## src/rtl/branch_predictor_pkg.sv

```systemverilog
// Shared encodings for the 2-bit saturating-counter branch predictor.
// Counter states, the reset state and a helper that maps a state to a taken/not-taken prediction.
package branch_predictor_pkg;

    typedef enum logic [1:0] {
        BP_SNT = 2'b00,
        BP_WNT = 2'b01,
        BP_WT  = 2'b10,
        BP_ST  = 2'b11
    } bp_state_e;

    localparam bp_state_e BP_RESET_STATE = BP_WNT;

    // The counter's MSB is the prediction: WT and ST predict taken.
    function automatic logic bp_taken(input logic [1:0] state);
        return state[1];
    endfunction

endpackage

```

## src/rtl/branch_predictor_sat_counter2.sv

```systemverilog
// Combinational next state of a 2-bit saturating counter.
// The counter moves up on taken, down on not taken, and holds at ST and SNT.
module bp_sat_counter2
    import branch_predictor_pkg::*;
(
    input  logic [1:0] cur,
    input  logic       taken,
    output logic [1:0] nxt
);

    always_comb begin
        nxt = cur;
        if (taken) begin
            if (cur != BP_ST) nxt = cur + 2'd1;
        end else begin
            if (cur != BP_SNT) nxt = cur - 2'd1;
        end
    end

endmodule

```

## src/rtl/branch_predictor.sv

```systemverilog
// Direct-mapped BHT of 2-bit counters: predicts in IF, trains from ID resolution,
// flags mispredictions and keeps saturating performance counters.
module branch_predictor
    import branch_predictor_pkg::*;
#(
    parameter int INDEX_BITS = 6,
    parameter int CNT_W      = 32
) (
    input  logic             clk,
    input  logic             rst,
    input  logic [31:0]      lookup_pc,
    output logic             predict_signal,
    input  logic             upd_valid,
    input  logic [31:0]      upd_pc,
    input  logic             upd_taken,
    input  logic             upd_predicted,
    output logic             mispredict,
    output logic [CNT_W-1:0] branch_cnt,
    output logic [CNT_W-1:0] mispredict_cnt
);

    localparam int ENTRIES = 2 ** INDEX_BITS;

    logic [1:0]            bht_reg [ENTRIES];
    logic [ENTRIES-1:0]    bht_we;
    logic [INDEX_BITS-1:0] lookup_idx;
    logic [INDEX_BITS-1:0] upd_idx;
    logic [1:0]            upd_cur;
    logic [1:0]            upd_nxt;
    logic                  bypass;
    logic                  mispredict_hit;
    logic                  mispredict_reg;
    logic [CNT_W-1:0]      branch_cnt_reg;
    logic [CNT_W-1:0]      mispredict_cnt_reg;
    logic                  unused_pc_bits;

    assign lookup_idx = lookup_pc[INDEX_BITS+1:2];
    assign upd_idx    = upd_pc[INDEX_BITS+1:2];
    assign unused_pc_bits = ^{lookup_pc[31:INDEX_BITS+2], lookup_pc[1:0],
                              upd_pc[31:INDEX_BITS+2], upd_pc[1:0]};

    assign upd_cur = bht_reg[upd_idx];

    bp_sat_counter2 u_sat_counter2 (
        .cur   (upd_cur),
        .taken (upd_taken),
        .nxt   (upd_nxt)
    );

    genvar gi;
    generate
        for (gi = 0; gi < ENTRIES; gi++) begin : g_bht_we
            assign bht_we[gi] = upd_valid && (upd_idx == INDEX_BITS'(gi));
        end
    endgenerate

    // Flop array rather than RAM so reset can restore every entry in one cycle.
    always_ff @(posedge clk) begin
        for (int i = 0; i < ENTRIES; i++) begin
            if (rst) begin
                bht_reg[i] <= BP_RESET_STATE;
            end else if (bht_we[i]) begin
                bht_reg[i] <= upd_nxt;
            end
        end
    end

    // Same-index update forwards its new counter so a tight loop sees its own training.
    assign bypass         = upd_valid && !rst && (upd_idx == lookup_idx);
    assign predict_signal = bypass ? bp_taken(upd_nxt) : bp_taken(bht_reg[lookup_idx]);

    assign mispredict_hit = upd_valid && (upd_taken != upd_predicted);

    always_ff @(posedge clk) begin
        if (rst) begin
            mispredict_reg     <= 1'b0;
            branch_cnt_reg     <= '0;
            mispredict_cnt_reg <= '0;
        end else begin
            mispredict_reg <= mispredict_hit;
            if (upd_valid && (branch_cnt_reg != '1)) begin
                branch_cnt_reg <= branch_cnt_reg + 1'b1;
            end
            if (mispredict_hit && (mispredict_cnt_reg != '1)) begin
                mispredict_cnt_reg <= mispredict_cnt_reg + 1'b1;
            end
        end
    end

    assign mispredict     = mispredict_reg;
    assign branch_cnt     = branch_cnt_reg;
    assign mispredict_cnt = mispredict_cnt_reg;

endmodule

```

## config.mk

```make
export PLATFORM = sky130hd
export DESIGN_NAME = branch_predictor
export DESIGN_NICKNAME = d
export VERILOG_FILES = /design/src/rtl/branch_predictor_pkg.sv /design/src/rtl/branch_predictor_sat_counter2.sv /design/src/rtl/branch_predictor.sv
export SDC_FILE = /design/constraint.sdc
export NUM_CORES = 1
export LEC_CHECK = 0
export ABC_AREA = 1
export BUFFER_PORTS_ARGS = -buffer_cell sky130_fd_sc_hd__buf_2
export CORE_MARGIN = 2
export CORE_UTILIZATION = 55
export DETAILED_ROUTE_END_ITERATION = 10
export GPL_TIMING_DRIVEN = 0
export PLACE_DENSITY_LB_ADDON = 0.15
export RECOVER_POWER = 50
export REMOVE_ABC_BUFFERS = 1
export SLEW_MARGIN = 40
export SYNTH_ARGS = -nofsm -noshare
export SYNTH_HDL_FRONTEND = slang
export SYNTH_SLANG_ARGS = --single-unit
```

## constraint.sdc

```tcl
create_clock -name clk -period 2.7 [get_ports clk]
set_clock_uncertainty 0.1 [all_clocks]
set_input_delay 0.135 -clock clk [delete_from_list [all_inputs] [get_ports clk]]
set_output_delay 0.135 -clock clk [all_outputs]
set_load 0.005 [all_outputs]
```

==> results of run 1 <==
==> final timing paths <==
kind | to | slack [ns] | cells past startpoint
worst max-delay path | predict_signal | 0.12 | 16
worst min-delay path | branch_cnt[1]$_SDFFE_PP0P_ | 0.11 | 4
worst max register to register | bht_reg[18][0]$_SDFFCE_PN1P_ | 0.27 | 14
worst min register to register | branch_cnt[6]$_SDFFE_PP0P_ | 0.37 | 2
==> cell usage in the layout, fill, tap and decap left out, drive strengths merged, types with 10 or more instances in the layout <==
cell type | netlist | final
dfxtp | 65 | 65
a21oi | 53 | 53
clkbuf | 43 | 51
o221ai | 10 | 10
nand2 | 399 | 400
nor3 | 80 | 80
o21ai | 114 | 114
inv | 179 | 179
o21bai | 14 | 14
buf | 38 | 74
edfxtp | 128 | 128
nand4 | 25 | 25
nand3 | 101 | 101
nor2 | 206 | 206
==> per-layer routing <==
| metal | vias to the layer above | GRT usage, % | wire length [µm] |
|---|---|---|---|
| met2 | 458 | 47.1 | 13800 |
| met5 | - | 0 | 0 |
| li1 | 4987 | - | - |
| met3 | 66 | 4.77 | 2300 |
| met4 | 0 | 12.5 | 888 |
| met1 | 4617 | 37.7 | 12500 |
==> worst max-delay path, cell delays in order <==
cell and delay, ns:
buf_8 0.30, inv_8 0.15, nor2_2 0.29, buf_4 0.24, buf_6 0.15, nand2_1 0.05, nand4_1 0.09, nand2_1 0.07
nand2_1 0.11, o21ai_0 0.11, nand2_1 0.12, nor2_4 0.07, nand2_4 0.10, nand3_2 0.08, nand2_1 0.12, buf_2 0.12
==> what timing repair did <==
action | CTS | global route
gates cloned | 2 | 3
resized for setup | 10 | 23
buffers inserted | 5 | 10
endpoints found under the hold margin | 2 | 0
endpoints found under the setup margin | 130 | 158
hold buffers | 3 | 0
pin swaps | 3 | 1
==> report_power, final <==
group	total, mW	internal, mW	switching [mW]	leakage (nW)
logic	0.776	0.207	0.569	2.44
registers	3.22	3.19	0.0310	1.67
clock network	2.58	1.43	1.15	0.285
total	6.58	4.83	1.75	4.39
==> final cells by class <==
class / instances / share of cell area (%)
repair inverters: 2 / 0.123
well taps: 265 / 2.71
repair buffers: 107 / 5.52
clock inverters: 10 / 1.03
flip-flops and latches: 193 / 42.0
inverters: 180 / 5.77
clock buffers: 22 / 3.79
multi-input cells: 1040 / 39.1
==> cells by family (layout without fill, tap and decap cells) <==
kind of cell,Yosys count,count (layout)
and+or+nand+nor,825,826
buffers and inverters,261,321
AOI/OAI and AO/OA,204,204
DFF,193,193
xor gates and xnor gates,8,8
adders and majority gates,2,2
==> through the flow <==
stage | util (%) | TNS [ns]
6_report | 63.0 | 0
5_1_grt | 63.0 | -0.0242
4_1_cts | 62.3 | 0
3_5_place_dp | 58.4 | -120.90
3_3_place_gp | 57.8 | -715.12
2_1_floorplan | - | -33.79
==> run_summary.xml, run 1 <==
<?xml version="1.0" encoding="UTF-8"?>
<metrics>
  <group name="synth">
    <metric name="synth.ff_latch_count" unit="">193</metric>
    <metric name="netlist-cell-type-count" unit="">39</metric>
    <metric name="synth_ff_type" unit="">edfxtp_1</metric>
    <metric name="yosysWarningCount" unit="">0</metric>
    <metric name="post_synth_and_or_nand_nor_area_fraction" unit="%">31.7</metric>
    <metric name="yosys.area.top_type" unit="">edfxtp_1</metric>
    <metric name="synth.cell_area" unit="µm²">10900</metric>
    <metric name="number_of_synthesized_flops_with_an_enable_pin" unit="">128</metric>
    <metric name="synth-xor-area-share" unit="%">0.643</metric>
    <metric name="synthMostInstantiatedCell" unit="">nand2_1</metric>
    <metric name="postSynthCellCount" unit="">1493</metric>
    <metric name="synth.top_cells.by_count" unit="">nand2_1, nor2_1, inv_1, edfxtp_1, o21ai_0</metric>
    <metric name="synth_seq_area_share" unit="%">47.2</metric>
    <metric name="synth_compound_gate_area_share" unit="%">10.4</metric>
    <metric name="post-synth-top-area-fraction" unit="%">35.3</metric>
    <metric name="combinational_family_with_the_most_area_after_synthesis" unit="">simple AND/OR/NAND/NOR gates</metric>
    <metric name="synthAdderAreaFrac" unit="%">0.230</metric>
    <metric name="syn-mean-instance-area" unit="µm²">7.30</metric>
    <metric name="synth.area.mux_share" unit="%">0</metric>
    <metric name="area_contributors_post_synth" unit="">edfxtp_1, nand2_1, dfxtp_1, nor2_1, inv_1</metric>
    <metric name="asyncSetResetFlopFracSynth" unit="%">0</metric>
  </group>
  <group name="floorplanning">
    <metric name="floorplan.io_pins" unit="">135</metric>
    <metric name="core_region_area" unit="µm²">19500</metric>
    <metric name="placement_row_count" unit="">51</metric>
    <metric name="initial_core_util" unit="%">56.0</metric>
    <metric name="floorplan.die.width" unit="µm">145</metric>
    <metric name="fp.dieH" unit="µm">145</metric>
    <metric name="die-area" unit="µm²">21000</metric>
  </group>
  <group name="global_routing">
    <metric name="antenna_found_initial" unit="">0</metric>
    <metric name="global_route_wire_length_before_repair" unit="mm">46.4</metric>
    <metric name="vias_in_the_first_global_route" unit="">9433</metric>
    <metric name="gr-usage-all-layers" unit="%">28.7</metric>
    <metric name="gr-total-overflow" unit="">0</metric>
    <metric name="largest_net_degree_at_the_start_of_global_routing" unit="">88</metric>
  </group>
  <group name="placement">
    <metric name="placedCellCount" unit="">1764</metric>
    <metric name="numPortBuffers" unit="">82</metric>
    <metric name="dp_worst_slack" unit="ns">-1.02</metric>
    <metric name="dpl.hpwl" unit="mm">18.4</metric>
    <metric name="detailed_place.area" unit="µm²">11400</metric>
    <metric name="routabilityCongestion" unit="">0.917</metric>
  </group>
  <group name="worst_setup_path">
    <metric name="r2r_start" unit="">bht_reg[5][1]$_SDFFCE_PN0P_</metric>
    <metric name="timing.critical_path.from_type" unit="">primary input</metric>
    <metric name="critPathMaxFanout" unit="">47</metric>
    <metric name="worstSetupStartpoint" unit="">upd_pc[2]</metric>
    <metric name="critical_path_class" unit="">primary input to output pin</metric>
    <metric name="critPathCaptureType" unit="">output pin</metric>
    <metric name="cp.required" unit="ns">2.47</metric>
    <metric name="critical_path_arrival" unit="ns">2.34</metric>
  </group>
  <group name="timing">
    <metric name="final_period_minus_worst_setup_slack" unit="ns">2.58</metric>
    <metric name="max_clock_freq" unit="MHz">388</metric>
    <metric name="timing_max_transition_violations_final" unit="">0</metric>
    <metric name="fin_ws" unit="ns">0.123</metric>
    <metric name="timing.final.crit_share" unit="%">95.5</metric>
    <metric name="final_report_setup_violation_count" unit="">0</metric>
    <metric name="slew-limit-headroom" unit="%">48.8</metric>
    <metric name="worst_slew_pin_slew" unit="ns">0.764</metric>
    <metric name="timing.final.hold_violations" unit="">0</metric>
    <metric name="finalHoldWorstSlack" unit="ns">0.110</metric>
  </group>
  <group name="cts">
    <metric name="max-clock-path-buffers" unit="">2</metric>
    <metric name="tritoncts_clock_tree" unit="">built</metric>
    <metric name="cts.htree.levels" unit="">4</metric>
    <metric name="tritoncts.num_buffers" unit="">17</metric>
    <metric name="clk_pin_slew_worst_paths" unit="ns">0.07</metric>
    <metric name="cts_root_buf" unit="">clkbuf_16</metric>
    <metric name="insertion_delay" unit="ns">0.44</metric>
    <metric name="clock_sink_count" unit="">193</metric>
  </group>
  <group name="hold_path">
    <metric name="hold_path_class" unit="">primary input to flop</metric>
    <metric name="worst_hold_startpoint" unit="">upd_valid</metric>
  </group>
  <group name="status">
    <metric name="status" unit="">complete, no violations</metric>
  </group>
  <group name="flow_run">
    <metric name="maxCapViolCount" unit="">0</metric>
  </group>
  <group name="pwr">
    <metric name="powerDensity" unit="nW/µm²">537</metric>
    <metric name="total_leakage_power" unit="nW">4.39</metric>
    <metric name="power" unit="mW">6.58</metric>
    <metric name="irDropWorstVdd" unit="mV">0.458</metric>
  </group>
  <group name="detailed_routing">
    <metric name="route.final.wire_length" unit="mm">29.5</metric>
    <metric name="antenna_violating_nets_post_route" unit="">0</metric>
    <metric name="viasPerCell" unit="">5.57</metric>
    <metric name="detailedRoute.firstPassIterationCount" unit="">5</metric>
    <metric name="detail_route.drc_violations" unit="">0</metric>
    <metric name="drt_iter0_markers" unit="">1027</metric>
    <metric name="dr_total_vias" unit="">10128</metric>
    <metric name="route.detailed.wl_per_inst" unit="µm">16.2</metric>
  </group>
  <group name="layout">
    <metric name="register_area" unit="µm²">5140</metric>
    <metric name="fill_cells" unit="">1751</metric>
    <metric name="area_delta_synth_final" unit="%">12.4</metric>
    <metric name="stdcell_area" unit="µm²">12300</metric>
    <metric name="num_antenna_cells" unit="">0</metric>
    <metric name="layoutNonFillerInstCount" unit="">1819</metric>
    <metric name="largest_register_ffs" unit="">128</metric>
    <metric name="multi_input_comb_area" unit="µm²">4790</metric>
    <metric name="fin_nets" unit="">1612</metric>
    <metric name="drive_gt1_share" unit="%">8.69</metric>
  </group>
</metrics>
Note: power is estimated with default switching activity, not from simulation.
==> run 2: changes to the inputs <==
--- a/config.mk
+++ b/config.mk
@@ -13,7 +13,6 @@
 export GPL_TIMING_DRIVEN = 0
 export PLACE_DENSITY_LB_ADDON = 0.15
 export RECOVER_POWER = 50
-export REMOVE_ABC_BUFFERS = 1
 export SLEW_MARGIN = 40
 export SYNTH_ARGS = -nofsm -noshare
 export SYNTH_HDL_FRONTEND = slang
==> constraint.sdc (replaced) <==
create_clock -name clk -period 2.5 [get_ports clk]
set_clock_uncertainty 0.1 [all_clocks]
set_input_delay 0.125 -clock clk [delete_from_list [all_inputs] [get_ports clk]]
set_output_delay 0.125 -clock clk [all_outputs]
set_load 0.005 [all_outputs]
==> run_summary.xml, run 2 (synthesized netlist as in run 1, its figures left out) <==
<?xml version="1.0" encoding="UTF-8"?>
<metrics>
  <group name="status">
    <metric name="status" unit="">complete, no violations</metric>
  </group>
  <group name="timing">
    <metric name="timing.final.hold_violations" unit="">0</metric>
    <metric name="final_period_minus_worst_setup_slack" unit="ns">2.45</metric>
    <metric name="fin_ws" unit="ns">0.0518</metric>
    <metric name="worst_slew_pin_slew" unit="ns">1.15</metric>
    <metric name="finalHoldWorstSlack" unit="ns">0.114</metric>
    <metric name="setup-tns-final" unit="ns">0</metric>
    <metric name="final_report_setup_violation_count" unit="">0</metric>
    <metric name="timing_max_transition_violations_final" unit="">0</metric>
    <metric name="slew-limit-headroom" unit="%">23.0</metric>
    <metric name="timing.final.crit_share" unit="%">97.9</metric>
    <metric name="rsz0062_at_grt" unit="">true</metric>
    <metric name="max_clock_freq" unit="MHz">408</metric>
  </group>
  <group name="layout">
    <metric name="fill_cells" unit="">1766</metric>
    <metric name="largest_register_ffs" unit="">128</metric>
    <metric name="register_area" unit="µm²">5140</metric>
    <metric name="fin_nets" unit="">1672</metric>
    <metric name="final_common_cell" unit="">nand2_1</metric>
    <metric name="num_antenna_cells" unit="">0</metric>
    <metric name="area_delta_synth_final" unit="%">13.4</metric>
    <metric name="multi_input_comb_area" unit="µm²">4750</metric>
    <metric name="layoutNonFillerInstCount" unit="">1879</metric>
    <metric name="drive_gt1_share" unit="%">8.98</metric>
    <metric name="final_cell_mix" unit="">nand2_1, nor2_1, inv_1</metric>
    <metric name="final_util" unit="%">63.5</metric>
    <metric name="stdcell_area" unit="µm²">12400</metric>
  </group>
  <group name="placement">
    <metric name="detailed_place.area" unit="µm²">11600</metric>
    <metric name="dpl.hpwl" unit="mm">24.9</metric>
    <metric name="numPortBuffers" unit="">79</metric>
    <metric name="routabilityCongestion" unit="">0.943</metric>
    <metric name="placedCellCount" unit="">1837</metric>
    <metric name="dp_worst_slack" unit="ns">-0.451</metric>
  </group>
  <group name="pwr">
    <metric name="powerDensity" unit="nW/µm²">586</metric>
    <metric name="power" unit="mW">7.25</metric>
    <metric name="total_leakage_power" unit="nW">4.44</metric>
    <metric name="irDropWorstVdd" unit="mV">0.478</metric>
  </group>
  <group name="detailed_routing">
    <metric name="viasPerCell" unit="">5.71</metric>
    <metric name="route.detailed.wl_per_inst" unit="µm">18.3</metric>
    <metric name="detail_route.drc_violations" unit="">0</metric>
    <metric name="route.final.wire_length" unit="mm">34.4</metric>
    <metric name="antenna_violating_nets_post_route" unit="">0</metric>
    <metric name="drt_iter0_markers" unit="">1007</metric>
    <metric name="dr_total_vias" unit="">10722</metric>
    <metric name="detailedRoute.firstPassIterationCount" unit="">5</metric>
  </group>
  <group name="cts">
    <metric name="clk_pin_slew_worst_paths" unit="ns">0.07</metric>
    <metric name="cts_root_buf" unit="">clkbuf_16</metric>
    <metric name="max-clock-path-buffers" unit="">2</metric>
    <metric name="insertion_delay" unit="ns">0.44</metric>
    <metric name="tritoncts_clock_tree" unit="">built</metric>
    <metric name="cts.htree.levels" unit="">4</metric>
    <metric name="clock_sink_count" unit="">193</metric>
    <metric name="tritoncts.num_buffers" unit="">17</metric>
  </group>
  <group name="floorplanning">
    <metric name="die-area" unit="µm²">21000</metric>
    <metric name="initial_core_util" unit="%">56.0</metric>
    <metric name="placement_row_count" unit="">51</metric>
    <metric name="fp.dieH" unit="µm">145</metric>
    <metric name="core_region_area" unit="µm²">19500</metric>
    <metric name="floorplan.die.width" unit="µm">145</metric>
    <metric name="floorplan.io_pins" unit="">135</metric>
  </group>
  <group name="hold_path">
    <metric name="worst_hold_startpoint" unit="">upd_valid</metric>
    <metric name="holdPathStages" unit="">5</metric>
    <metric name="hold_path_class" unit="">primary input to flop</metric>
    <metric name="whs_endpoint" unit="">branch_cnt[8]$_SDFFE_PP0P_</metric>
  </group>
  <group name="global_routing">
    <metric name="largest_net_degree_at_the_start_of_global_routing" unit="">18</metric>
    <metric name="gr-total-overflow" unit="">0</metric>
    <metric name="global_route_wire_length_before_repair" unit="mm">51.9</metric>
    <metric name="gr-usage-all-layers" unit="%">33.0</metric>
    <metric name="antenna_found_initial" unit="">0</metric>
    <metric name="vias_in_the_first_global_route" unit="">9618</metric>
  </group>
  <group name="worst_setup_path">
    <metric name="critical_path.reg2reg.endpoint" unit="">bht_reg[1][0]$_SDFFCE_PN1P_</metric>
    <metric name="timing.critical_path.from_type" unit="">primary input</metric>
    <metric name="cp.required" unit="ns">2.52</metric>
    <metric name="critPathMaxFanout" unit="">9</metric>
    <metric name="critPathCaptureType" unit="">flop</metric>
    <metric name="critical_path_arrival" unit="ns">2.46</metric>
    <metric name="critical_path_class" unit="">primary input to flop</metric>
    <metric name="r2r_start" unit="">bht_reg[44][1]$_SDFFCE_PN0P_</metric>
    <metric name="worstSetupStartpoint" unit="">upd_pc[5]</metric>
    <metric name="reg2reg_slack" unit="ns">0.06</metric>
    <metric name="reg2reg_depth" unit="">14</metric>
  </group>
  <group name="synth">
    <metric name="synthesis.nets" unit="">1564</metric>
  </group>
  <group name="flow_run">
    <metric name="maxCapViolCount" unit="">0</metric>
  </group>
</metrics>
-- run 2: changes by cell type in the layout (fill, tap and decap cells not counted), moves of 2 or more --
cell / previous run / this run
buf_2: 52 / 62
buf_6: 3 / 5
clkbuf_1: 29 / 75
clkbuf_2: 0 / 2
clkbuf_4: 2 / 6
clkbuf_8: 2 / 0
clkinv_4: 3 / 1
inv_1: 170 / 176
inv_6: 3 / 1
nand2_1: 391 / 393
nand2_2: 1 / 3
nand2_8: 3 / 0
nor2_1: 199 / 197
nor2_2: 4 / 6
-- run 2: metal layers --
layer	part of all wire, %	wire length [µm]	GRT usage (%)	vias to the layer above
met1	40	13600	43.2	4862
met3	10	3550	5.59	117
li1	-	-	-	5103
met5	0	0	0	-
met2	45	15600	53.3	640
met4	4.6	1580	16.2	0
-- run 2: final cells by class --
| class | count | area share, % |
|---|---|---|
| clock inverters | 15 | 1.49 |
| clock buffers | 17 | 3.44 |
| multi-input cells | 1040 | 38.4 |
| repair buffers | 89 | 3.50 |
| flip-flops and latches | 193 | 41.6 |
| inverters | 180 | 5.50 |
| plain buffers | 80 | 3.35 |
| well taps | 265 | 2.68 |
-- run 2: how the worst max path moves through the flow --
stage / slack (ns) / depth (start not counted) / to
after floorplan: 0.49 / 12 / mispredict_cnt[0]$_SDFFE_PP0P_
after global placement: -0.43 / 15 / bht_reg[38][0]$_SDFFCE_PN1P_
after detailed placement: -0.45 / 15 / bht_reg[39][0]$_SDFFCE_PN1P_
after global routing: -0.01 / 14 / predict_signal
after CTS: -0.03 / 13 / bht_reg[39][0]$_SDFFCE_PN1P_
final: 0.05 / 7 / bht_reg[41][1]$_SDFFCE_PN0P_
-- run 2: repair_timing --
item | 4_1_cts | 5_1_grt
resized for setup | 1 | 28
buffers inserted | 0 | 8
endpoints found under the setup margin | 16 | 98
hold buffers | 2 | 0
gates cloned | 0 | 1
pin swaps | 0 | 9
endpoints found under the hold margin | 1 | 0
-- run 2: critical path: stages --
cell,delay [ns]
buf_2,0.12
inv_1,0.07
nor2_1,0.86
inv_1,0.24
nor2_1,0.51
inv_1,0.19
o21ai_0,0.34
-- run 2: power by group --
group          leakage [nW]  internal, mW  switching, mW  total [mW]
Combinational          2.49         0.248          0.655       0.902
Sequential             1.67          3.45         0.0505        3.50
Clock                 0.275          1.58           1.26        2.84
==> run 3: changes to the inputs <==
--- a/config.mk
+++ b/config.mk
@@ -11,7 +11,7 @@
 export CORE_UTILIZATION = 55
 export DETAILED_ROUTE_END_ITERATION = 10
 export GPL_TIMING_DRIVEN = 0
-export PLACE_DENSITY_LB_ADDON = 0.15
+export PLACE_DENSITY = 0.76
 export RECOVER_POWER = 50
 export SLEW_MARGIN = 40
 export SYNTH_ARGS = -nofsm -noshare
==> run_summary.xml, run 3 (synthesized netlist as in run 1, its figures left out) <==
<?xml version="1.0" encoding="UTF-8"?>
<metrics>
  <group name="timing">
    <metric name="timing.final.crit_share" unit="%">98.6</metric>
    <metric name="max_clock_freq" unit="MHz">406</metric>
    <metric name="finalHoldWorstSlack" unit="ns">0.144</metric>
    <metric name="worst_slew_pin_slew" unit="ns">0.821</metric>
    <metric name="final_report_setup_violation_count" unit="">0</metric>
    <metric name="slew-limit-headroom" unit="%">45.0</metric>
    <metric name="rsz0062_at_grt" unit="">true</metric>
    <metric name="fin_ws" unit="ns">0.0360</metric>
    <metric name="setup-tns-final" unit="ns">0</metric>
    <metric name="timing_max_transition_violations_final" unit="">0</metric>
    <metric name="final_period_minus_worst_setup_slack" unit="ns">2.46</metric>
    <metric name="timing.final.hold_violations" unit="">0</metric>
  </group>
  <group name="pwr">
    <metric name="irDropWorstVdd" unit="mV">0.446</metric>
    <metric name="power" unit="mW">7.40</metric>
    <metric name="total_leakage_power" unit="nW">4.45</metric>
    <metric name="powerDensity" unit="nW/µm²">599</metric>
  </group>
  <group name="detailed_routing">
    <metric name="route.detailed.wl_per_inst" unit="µm">18.3</metric>
    <metric name="detailedRoute.firstPassIterationCount" unit="">6</metric>
    <metric name="drt_iter0_markers" unit="">1344</metric>
    <metric name="antenna_violating_nets_post_route" unit="">0</metric>
    <metric name="dr_total_vias" unit="">10824</metric>
    <metric name="viasPerCell" unit="">5.77</metric>
    <metric name="route.final.wire_length" unit="mm">34.4</metric>
    <metric name="detail_route.drc_violations" unit="">0</metric>
  </group>
  <group name="layout">
    <metric name="layoutNonFillerInstCount" unit="">1876</metric>
    <metric name="fin_nets" unit="">1669</metric>
    <metric name="final_cell_mix" unit="">nand2_1, nor2_1, inv_1</metric>
    <metric name="drive_gt1_share" unit="%">8.44</metric>
    <metric name="final_common_cell" unit="">nand2_1</metric>
    <metric name="largest_register_ffs" unit="">128</metric>
    <metric name="area_delta_synth_final" unit="%">13.4</metric>
    <metric name="num_antenna_cells" unit="">0</metric>
    <metric name="final_util" unit="%">63.5</metric>
    <metric name="stdcell_area" unit="µm²">12400</metric>
  </group>
  <group name="cts">
    <metric name="cts_root_buf" unit="">clkbuf_16</metric>
    <metric name="cts.htree.levels" unit="">4</metric>
    <metric name="clock_sink_count" unit="">193</metric>
    <metric name="clk_pin_slew_worst_paths" unit="ns">0.07</metric>
    <metric name="max-clock-path-buffers" unit="">2</metric>
    <metric name="insertion_delay" unit="ns">0.44</metric>
    <metric name="tritoncts.num_buffers" unit="">17</metric>
    <metric name="tritoncts_clock_tree" unit="">built</metric>
  </group>
  <group name="worst_setup_path">
    <metric name="cpLargestDelayFamily" unit="">simple AND/OR/NAND/NOR gates</metric>
    <metric name="reg2reg_slack" unit="ns">0.07</metric>
    <metric name="critical_path.most_common_cell" unit="">nand2_1</metric>
    <metric name="critPathCaptureType" unit="">output pin</metric>
    <metric name="max_stage_delay" unit="ns">0.48</metric>
    <metric name="critical_path.cell_chain" unit="">nand2_1 &gt; nand2_1 &gt; nand2_1 &gt; nand2_1 &gt; nand2_1 &gt; nand2_1 &gt; nor2_2 &gt; nor2_1 &gt; nor2_1 &gt; nand3b_1 &gt; nand3_1 &gt; nand2_1 &gt; buf_2</metric>
    <metric name="cp.required" unit="ns">2.28</metric>
    <metric name="timing.critical_path.from_type" unit="">flop</metric>
    <metric name="critPathMaxFanout" unit="">3</metric>
    <metric name="crit_buf_inv" unit="">1</metric>
    <metric name="cp_slowest_cell" unit="">edfxtp_1</metric>
    <metric name="critical_path_class" unit="">flop to output pin</metric>
    <metric name="critical_path_arrival" unit="ns">2.24</metric>
  </group>
  <group name="placement">
    <metric name="numPortBuffers" unit="">79</metric>
    <metric name="routabilityCongestion" unit="">0.957</metric>
    <metric name="placedCellCount" unit="">1837</metric>
    <metric name="detailed_place.area" unit="µm²">11600</metric>
    <metric name="dpl.hpwl" unit="mm">25.1</metric>
    <metric name="dp_worst_slack" unit="ns">-0.425</metric>
  </group>
  <group name="global_routing">
    <metric name="vias_in_the_first_global_route" unit="">9981</metric>
    <metric name="antenna_found_initial" unit="">0</metric>
    <metric name="gr-total-overflow" unit="">0</metric>
    <metric name="largest_net_degree_at_the_start_of_global_routing" unit="">17</metric>
    <metric name="global_route_wire_length_before_repair" unit="mm">53.0</metric>
    <metric name="gr-usage-all-layers" unit="%">33.4</metric>
  </group>
  <group name="floorplanning">
    <metric name="floorplan.die.width" unit="µm">145</metric>
    <metric name="initial_core_util" unit="%">56.0</metric>
    <metric name="core_region_area" unit="µm²">19500</metric>
    <metric name="fp.dieH" unit="µm">145</metric>
    <metric name="floorplan.io_pins" unit="">135</metric>
    <metric name="placement_row_count" unit="">51</metric>
    <metric name="die-area" unit="µm²">21000</metric>
  </group>
  <group name="synth">
    <metric name="synthesis.nets" unit="">1564</metric>
  </group>
  <group name="hold_path">
    <metric name="hold_path_class" unit="">primary input to flop</metric>
  </group>
  <group name="flow_run">
    <metric name="maxCapViolCount" unit="">0</metric>
  </group>
  <group name="status">
    <metric name="status" unit="">complete, no violations</metric>
  </group>
</metrics>
## run 3: worst paths after layout
check | cells after the start | to | startpoint
worst min register to register | 2 | branch_cnt[11]$_SDFFE_PP0P_ | branch_cnt[11]$_SDFFE_PP0P_
worst min-delay path | 5 | branch_cnt[8]$_SDFFE_PP0P_ | upd_valid
worst max-delay path | 13 | predict_signal | bht_reg[50][1]$_SDFFCE_PN0P_
worst max register to register | 13 | bht_reg[39][0]$_SDFFCE_PN1P_ | bht_reg[50][1]$_SDFFCE_PN0P_
## run 3: worst min-delay path, delay by kind of cell
family / cells / cell delay [ns]
AO/OA/AOI/OAI: 1 / 0.06
AND/OR/NAND/NOR: 2 / 0.24
buffers and inverters: 2 / 0.22
## run 3: cell type report
class | instances | area (µm²)
Buffer | 80 | 415
Sequential cell | 193 | 5140
Multi-Input combinational cell | 1039 | 4730
Fill cell | 1761 | 7100
Timing Repair Buffer | 87 | 414
Clock inverter | 8 | 149
Tap cell | 265 | 332
Clock buffer | 24 | 504
Inverter | 180 | 679
## run 3: layer usage
| layer | vias up | global-route usage, % | routed length [µm] |
|---|---|---|---|
| li1 | 5104 | - | - |
| met1 | 4950 | 43.3 | 13400 |
| met2 | 673 | 54.0 | 15800 |
| met3 | 97 | 7.60 | 3940 |
| met4 | 0 | 14.4 | 1230 |
| met5 | - | 0 | 0 |
## run 3: timing repair
action	in CTS	in global routing
buffers inserted	0	6
setup endpoints to repair	1	99
pin swaps	0	10
hold buffers	2	0
endpoints found under the hold margin	1	0
gates resized for setup	1	26
## run 3: power breakdown
| part | switching [mW] | internal (mW) |
|---|---|---|
| clock | 1.20 | 1.83 |
| sequential | 0.0526 | 3.45 |
| combinational | 0.635 | 0.238 |
| total | 1.89 | 5.51 |
